--- src/rtl/ram_bist_pkg.sv ---
// Shared types for the March C- RAM BIST: FSM states, element indices and
// the per-element direction / read-expect / write-data table.
package ram_bist_pkg;

   typedef enum logic [2:0] {
      S_IDLE,
      S_M0,
      S_RD,
      S_WR,
      S_M5,
      S_FLUSH,
      S_DONE
   } state_t;

   localparam logic [2:0] EL_M0 = 3'd0;
   localparam logic [2:0] EL_M1 = 3'd1;
   localparam logic [2:0] EL_M2 = 3'd2;
   localparam logic [2:0] EL_M3 = 3'd3;
   localparam logic [2:0] EL_M4 = 3'd4;
   localparam logic [2:0] EL_M5 = 3'd5;

   typedef struct packed {
      logic down;    // address order: 1 = high to low
      logic rd_bit;  // logical value expected on read
      logic wr_bit;  // logical value written
   } elem_cfg_t;

   function automatic elem_cfg_t elem_cfg(input logic [2:0] elem);
      elem_cfg_t cfg;
      case (elem)
         EL_M0:   cfg = '{down: 1'b0, rd_bit: 1'b0, wr_bit: 1'b0};
         EL_M1:   cfg = '{down: 1'b0, rd_bit: 1'b0, wr_bit: 1'b1};
         EL_M2:   cfg = '{down: 1'b0, rd_bit: 1'b1, wr_bit: 1'b0};
         EL_M3:   cfg = '{down: 1'b1, rd_bit: 1'b0, wr_bit: 1'b1};
         EL_M4:   cfg = '{down: 1'b1, rd_bit: 1'b1, wr_bit: 1'b0};
         default: cfg = '{down: 1'b0, rd_bit: 1'b0, wr_bit: 1'b0};
      endcase
      return cfg;
   endfunction

endpackage

--- src/rtl/ram_march_bist.sv ---
// March C- BIST controller driving a registered-read single-port RAM;
// reports pass/fail with the element, address and data of the first mismatch.
module ram_march_bist
   import ram_bist_pkg::*;
#(
   parameter int                ADDR_W = 4,
   parameter int                DATA_W = 8,
   parameter logic [DATA_W-1:0] BG     = '0
) (
   input  logic              clk,
   input  logic              rst,
   input  logic              start,
   output logic              busy,
   output logic              done,
   output logic              pass,
   output logic [2:0]        fail_elem,
   output logic [ADDR_W-1:0] fail_addr,
   output logic [DATA_W-1:0] fail_data,
   output logic              ram_we,
   output logic [ADDR_W-1:0] ram_addr,
   output logic [DATA_W-1:0] ram_data_in,
   input  logic [DATA_W-1:0] ram_data_out
);

   function automatic logic [DATA_W-1:0] pattern(input logic bit_val);
      return bit_val ? ~BG : BG;
   endfunction

   state_t            state, nxt_state;
   logic [2:0]        elem, nxt_elem;
   logic [ADDR_W-1:0] nxt_addr;
   logic              nxt_we, nxt_busy, nxt_done, nxt_pass;
   logic [DATA_W-1:0] nxt_wdata;
   logic [2:0]        nxt_fail_elem;
   logic [ADDR_W-1:0] nxt_fail_addr;
   logic [DATA_W-1:0] nxt_fail_data;

   elem_cfg_t         cfg, step_cfg, out_cfg;
   logic              at_end;
   logic [ADDR_W-1:0] step_addr;
   logic [DATA_W-1:0] exp_data;
   logic              cmp_en, mismatch;
   logic [ADDR_W-1:0] cmp_addr;

   // Comparator: WR cycles check the read issued one cycle earlier; in M5 the
   // read pipeline lags by one address, and FLUSH drains the last one.
   always_comb begin
      // NOTE: every always_comb output gets a default first so no path leaves it unassigned (no latch).
      cfg       = elem_cfg(elem);
      step_cfg  = elem_cfg(elem + 3'd1);
      at_end    = cfg.down ? (ram_addr == '0) : (ram_addr == '1);
      step_addr = cfg.down ? ram_addr - ADDR_W'(1) : ram_addr + ADDR_W'(1);
      exp_data  = pattern(cfg.rd_bit);
      cmp_en    = 1'b0;
      cmp_addr  = ram_addr;
      case (state)
         S_WR:    cmp_en = 1'b1;
         S_M5: begin
            cmp_en   = (ram_addr != '0);
            cmp_addr = ram_addr - ADDR_W'(1);
         end
         S_FLUSH: cmp_en = 1'b1;
         default: cmp_en = 1'b0;
      endcase
      mismatch = cmp_en && (ram_data_out != exp_data);
   end

   always_comb begin
      nxt_state     = state;
      nxt_elem      = elem;
      nxt_addr      = ram_addr;
      nxt_pass      = pass;
      nxt_fail_elem = fail_elem;
      nxt_fail_addr = fail_addr;
      nxt_fail_data = fail_data;

      case (state)
         S_IDLE, S_DONE: begin
            if (start) begin
               nxt_state     = S_M0;
               nxt_elem      = EL_M0;
               nxt_addr      = '0;
               nxt_pass      = 1'b0;
               nxt_fail_elem = '0;
               nxt_fail_addr = '0;
               nxt_fail_data = '0;
            end
         end
         S_M0: begin
            if (at_end) begin
               nxt_state = S_RD;
               nxt_elem  = EL_M1;
               nxt_addr  = '0;
            end else begin
               nxt_addr = step_addr;
            end
         end
         S_RD: nxt_state = S_WR;
         S_WR: begin
            if (!at_end) begin
               nxt_state = S_RD;
               nxt_addr  = step_addr;
            end else if (elem == EL_M4) begin
               nxt_state = S_M5;
               nxt_elem  = EL_M5;
               nxt_addr  = '0;
            end else begin
               nxt_state = S_RD;
               nxt_elem  = elem + 3'd1;
               nxt_addr  = step_cfg.down ? '1 : '0;
            end
         end
         S_M5: begin
            if (at_end) nxt_state = S_FLUSH;
            else        nxt_addr  = step_addr;
         end
         S_FLUSH: begin
            nxt_state = S_DONE;
            nxt_addr  = '0;
            nxt_pass  = 1'b1;
         end
         default: begin
            nxt_state = S_IDLE;
            nxt_addr  = '0;
         end
      endcase

      // First mismatch wins: the remaining elements are abandoned.
      if (mismatch) begin
         nxt_state     = S_DONE;
         nxt_addr      = '0;
         nxt_pass      = 1'b0;
         nxt_fail_elem = elem;
         nxt_fail_addr = cmp_addr;
         nxt_fail_data = ram_data_out;
      end

      out_cfg   = elem_cfg(nxt_elem);
      nxt_we    = (nxt_state == S_M0) || (nxt_state == S_WR);
      nxt_wdata = nxt_we ? pattern(out_cfg.wr_bit) : '0;
      nxt_busy  = (nxt_state != S_IDLE) && (nxt_state != S_DONE);
      nxt_done  = (nxt_state == S_DONE);
   end

   always_ff @(posedge clk) begin
      // NOTE: sequential state uses non-blocking assignments so every flop samples pre-edge values.
      if (rst) begin
         state       <= S_IDLE;
         elem        <= EL_M0;
         busy        <= 1'b0;
         done        <= 1'b0;
         pass        <= 1'b0;
         fail_elem   <= '0;
         fail_addr   <= '0;
         fail_data   <= '0;
         ram_we      <= 1'b0;
         ram_addr    <= '0;
         ram_data_in <= '0;
      end else begin
         state       <= nxt_state;
         elem        <= nxt_elem;
         busy        <= nxt_busy;
         done        <= nxt_done;
         pass        <= nxt_pass;
         fail_elem   <= nxt_fail_elem;
         fail_addr   <= nxt_fail_addr;
         fail_data   <= nxt_fail_data;
         ram_we      <= nxt_we;
         ram_addr    <= nxt_addr;
         ram_data_in <= nxt_wdata;
      end
   end

endmodule

--- config.mk ---
export PLATFORM = sky130hd
export DESIGN_NAME = ram_march_bist
export DESIGN_NICKNAME = d
export VERILOG_FILES = /design/src/rtl/ram_bist_pkg.sv /design/src/rtl/ram_march_bist.sv
export SDC_FILE = /design/constraint.sdc
export NUM_CORES = 1
export LEC_CHECK = 0
export BUFFER_PORTS_ARGS = -buffer_cell sky130_fd_sc_hd__buf_2
export CAP_MARGIN = 20
export CORE_MARGIN = 1.5
export CORE_UTILIZATION = 47
export DETAILED_ROUTE_END_ITERATION = 8
export PLACE_DENSITY = 0.73
export SYNTH_ARGS = -nofsm -noshare
export SYNTH_HDL_FRONTEND = slang
export SYNTH_SLANG_ARGS = --single-unit
--- constraint.sdc ---
create_clock -name clk -period 2.2 [get_ports clk]
set_clock_uncertainty 0.1 [all_clocks]
set_input_delay 0.11 -clock clk [delete_from_list [all_inputs] [get_ports clk]]
set_output_delay 0.11 -clock clk [all_outputs]
set_load 0.05 [all_outputs]
* Word level (Yosys, flattened, before mapping)
Index checks and enable logic that the tools add are counted.
Storage, ports and cells: register bits after elaboration 37, input port bits 11
Cells by class: multiplexer cells 38, reductions and logical operators 17, equality and inequality tests 26, add/sub/neg operators 3, bitwise logic cells 2
Operator list (count):
- $mux 4 | 10
- $mux 8 | 5
- $mux 3 | 13
- $eq 3x2->1 const B | 9
- $pmux 3 s4 | 2
- $eq 3x3->1 const B | 7
- $pmux 4 s5 | 1
- $pmux 3 s6 | 1
- $eq 3x1->1 const B | 5
- $pmux 3 s3 | 1
- $ne 8x8->1 | 1
- $reduce_or 2->1 | 4
- $reduce_bool 2->1 | 3
- $add 4x1->4 const B | 1
- $eq 4x4->1 const B | 1
- $logic_not 4->1 | 1
- $ne 2x2->1 const B | 2
- $pmux 1 s2 | 2
- $pmux 1 s4 | 1
- $reduce_and 2->1 | 2
- $reduce_bool 4->1 | 1
- $sub 4x1->4 const B | 1
- $add 3x1->3 const B | 1
- $logic_not 3->1 | 1
- 7 further kinds | 10

* Depth between registers and ports, before layout
word-level depth 10, gate-level depth with buffers 9

* Worst setup path before layout
OpenSTA, ideal clock, no wires.
path type register to register, start register ram_addr[0], end register ram_we, library setup time 0.116 ns, slack -0.244 ns, stages on the path, launching flop included 9, clock period less this slack 2.444 ns, arrival 2.228 ns, cell sequence dfxtp_1 > inv_1 > ha_1 > or3b_1 > o21ai_0 > a221o_1 > buf_4 > nand4b_1 > and2b_2
On the way: word-level cells in the longest chain between the ends 7
RTL lines:
- start, declared | RTL line ram_march_bist.sv:20 | output logic [ADDR_W-1:0] ram_addr,
- start signal, assigned | RTL line ram_march_bist.sv:169 | ram_addr <= nxt_addr;
- $eq 4x4->1 or $logic_not 4->1 (tied branches) | RTL line ram_march_bist.sv:51 | at_end = cfg.down ? (ram_addr == '0) : (ram_addr == '1);
- $mux 1 | RTL line ram_march_bist.sv:51
- $mux 3 (on tied branches) | RTL line ram_march_bist.sv:114, ram_march_bist.sv:90, ram_march_bist.sv:100
- $pmux 3 s6 | RTL line ram_march_bist.sv:77 | case (state)
- $mux 3 (*) | RTL line ram_march_bist.sv:129 | if (mismatch) begin
- $eq 3x1->1 or $eq 3x2->1 (tied branches) | RTL line ram_march_bist.sv:139 | nxt_we = (nxt_state == S_M0) || (nxt_state == S_WR);
- $logic_or 1x1->1 (*) | RTL line ram_march_bist.sv:139
- end signal, assigned | RTL line ram_march_bist.sv:168 | ram_we <= nxt_we;
- end, declared | RTL line ram_march_bist.sv:19 | output logic ram_we,
Mark *: on every way between the ends. The rest lies on a longest branch, timed or not. A chain may end at the register's enable or synchronous reset.

* Final worst setup path
start input port ram_data_out[5], end register fail_elem[0]
On the way: word-level cells in the longest chain between the ends 4
RTL lines:
- start, declared | RTL line ram_march_bist.sv:22 | input logic [DATA_W-1:0] ram_data_out
- $ne 8x8->1 (*) | RTL line ram_march_bist.sv:65 | mismatch = cmp_en && (ram_data_out != exp_data);
- $logic_and 1x1->1 (*) | RTL line ram_march_bist.sv:65
- $reduce_bool 2->1 (no source line)
- $reduce_and 2->1 (no source line)
- end signal, assigned | RTL line ram_march_bist.sv:165 | fail_elem <= nxt_fail_elem;
- end, declared | RTL line ram_march_bist.sv:16 | output logic [2:0] fail_elem,
Marks and branches as above.

==> impl_metrics.json <==
{
  "layout.area.seq_um2": 608,
  "route.antenna.remaining_nets": 0,
  "hp-class": "in2reg",
  "status": "complete, but fails checks",
  "yosys_warnings": 0,
  "edff_count_synth": 0,
  "globalRouteOverflowTotal": 0,
  "root_buffer": "clkbuf_4",
  "gp_congestion": 0.822,
  "rsz0062_at_grt": "true",
  "fin_util_pct": 70.3,
  "synth_area_leaders": "dfxtp_1 (36%), a21oi_1 (7.4%), nand2_1 (6.4%), nand3_1 (4.7%), ha_1 (3.7%)",
  "finalMaxSlewViolations": 0,
  "violated_checks": "setup timing",
  "antenna_violations_before_repair": 0,
  "io-pin-count": 42,
  "crit_top_cell": "buf_4",
  "total_of_fill_cells_in_the_finished_design": 264,
  "met3_usage_pct": 6.13,
  "relSlewSlack_pct": 69.8,
  "area_fraction_of_the_dominant_cell_type_after_synthesis_pct": 35.6,
  "critPathMaxFanout": 9,
  "avgSynthCellArea_um2": 8.19,
  "biggest_area_consumer_among_synthesized_cells": "dfxtp_1",
  "min_period_ps": 2210,
  "drv_cap": 0,
  "chipWidth_um": 62.9,
  "critPathRequiredTime_ps": 2360,
  "layout_worst_path_cycle_share_pct": 100,
  "initial_utilization_pct": 49.8,
  "critPathMaxStageDelay_ps": 540,
  "worst-slew-pin-transition_ps": 450,
  "total_area_of_multi_input_combinational_cells_um2": 1050,
  "grt-busiest-layer": "met2",
  "number_of_global_route_vias_before_repair": 1623,
  "routed_wire_length_per_instance_um": 14.3,
  "cp_cell_sequence": "dlygate4sd3_1, buf_2, or4_1, nor2_2, a221o_1, buf_4, buf_4, nand3_1, a21oi_1",
  "yosysMostFrequentCell": "dfxtp_1",
  "final_cells": 328,
  "layout_setup_ws_ps": -7.34,
  "sinks_on_clock_net": 30,
  "post-place-ws_ps": -200,
  "crit_path_top_delay_cell": "dlygate4sd3_1",
  "worstSetupPathType": "in2reg",
  "height_of_the_die_um": 62.9,
  "final_layout_size_suffix_gt1_share_pct": 39.7,
  "ys.flop_type": "dfxtp_1",
  "htree_levels": 2,
  "synth_area_um2": 1690,
  "post_synth_most_frequent_cells": "dfxtp_1 (30), nand2_1 (29), a21oi_1 (25)",
  "gr-usage-met1_pct": 30.9,
  "max_freq_mhz": 453,
  "power.density_nw_per_um2": 593,
  "drc": 0,
  "use_met2_pct": 36.3,
  "clk_pin_slew_worst_paths_ps": 90,
  "wl_um": 4700,
  "diodes": 0,
  "drt_pre_antenna_iters": 4,
  "place_inst": 303,
  "num_rows": 21,
  "clock_tree.buffer_depth": 2,
  "all_layer_global_routing_usage_pct": 23.5,
  "asyncSetResetFlopFracSynth_pct": 0,
  "setup_viol_count_final": 1,
  "drt-vias-per-instance": 5.52,
  "synth_cell_types": 51,
  "worst_hold_check_slack_ps": 100,
  "grt_start_max_net_pins": 25,
  "mappedNetlistNets": 222,
  "total_leakage_power_uw": 0.00102,
  "worst_vdd_ir_uv": 611,
  "cp_data_arrival_time_ps": 2370,
  "synthesis.instances": 206,
  "clk-insertion-delay-late_ps": 340,
  "place_area_um2": 2070,
  "worst_setup_path_start_kind": "input pin",
  "fp.dieArea_um2": 3960,
  "io_buffers": 41,
  "cts_tree": "built",
  "detailroute.via_count": 1809,
  "finish.instance_area_um2": 2380,
  "register_bit_total_from_synthesis": 30,
  "hpwlAfterDp_um": 3070,
  "grt_pass1_wl_um": 7480,
  "timing_hold_violations_final": 0,
  "synthToLayoutAreaGrowth_pct": 41.1,
  "setup_crit_end_kind": "flip-flop",
  "finish.net_count": 297,
  "tritoncts.num_buffers": 5,
  "initial_drc_count": 74,
  "part_of_the_yosys_area_used_for_sequential_elements_pct": 35.6,
  "placeableCoreArea_um2": 3390
}
-- final timing paths --
check | start | to | slack (ps) | cells after the start
worst min-delay path | rst | elem[0] | 100 | 2
worst max-delay path | ram_data_out[5] | fail_elem[0] | -7 | 9
worst min register to register | fail_addr[2] | fail_addr[2] | 370 | 2
worst max register to register | ram_addr[0] | fail_elem[0] | 10 | 9
-- through the flow --
| stage | setup TNS, ps | total power (uW) |
|---|---|---|
| 6_report | -7.34 | 1410 |
| 3_5_place_dp | -1890 | 981 |
| 3_3_place_gp | -1260 | 981 |
| 2_1_floorplan | 0 | 855 |
| 5_1_grt | -386 | 1480 |
| 4_1_cts | -3.04 | 1380 |
-- logic make-up (layout without fill, tap and decap cells) --
kind of cell	Yosys count	in the layout	synth area share [%]
flip-flops	30	30	35.6
buffers and inverters	25	101	8.08
XOR/XNOR	5	5	2.59
multiplexers	6	6	4.60
AND/OR/NAND/NOR	81	81	24.5
adder cells (fa/ha/maj)	5	5	3.71
AO/OA/AOI/OAI	54	54	21.0
-- cell usage in the layout, fill, tap and decap left out, types with 4 or more instances in the layout --
master,count
dfxtp_1,26
inv_1,6
nor2_1,8
buf_4,35
buf_2,41
clkbuf_4,5
xnor2_1,4
dlygate4sd3_1,8
nand2_1,29
nand3_1,16
a21oi_1,21
a21oi_2,4
-- area by class of cell --
cell class / count / area share [%]
Sequential cell: 30 / 25.5
Tap cell: 46 / 2.42
Clock buffer: 8 / 2.94
Inverter: 7 / 1.10
Multi-Input combinational cell: 151 / 44.1
Timing Repair Buffer: 86 / 23.9
-- what timing repair did --
action                                  in CTS  in global routing
gates resized for setup                      4                 21
hold buffers                                 8                  0
endpoints found under the hold margin        8                  0
pin swaps                                    3                  5
endpoints found under the setup margin      22                 24
setup buffers                                2                  7
-- registers in the layout, indices dropped and copies added, names as in the netlist --
signal,flops
fail_data,8
fail_addr,4
ram_addr,4
elem,3
fail_elem,3
state,3
busy,1
done,1
pass,1
ram_data_in,1
ram_we,1
-- worst max-delay path: cells and delay by family --
kind / cells / cell delay (ps)
compound gates: 2 / 430
buf+inv: 4 / 970
simple gates: 3 / 850
-- routing by layer --
layer | part of all wire (%) | vias up
met5 | 0 | -
met4 | 2.2 | 0
met3 | 6.7 | 13
met2 | 46 | 70
met1 | 45 | 844
li1 | - | 882
-- power by group --
part           total (uW)  internal, uW  switching, uW  leakage, uW
Combinational         434           167            267     0.000735
Sequential            588           571           16.6     0.000245
Clock                 390           195            195    0.0000377
Total                1410           933            479      0.00102
Power figures use the tool's default switching activity.
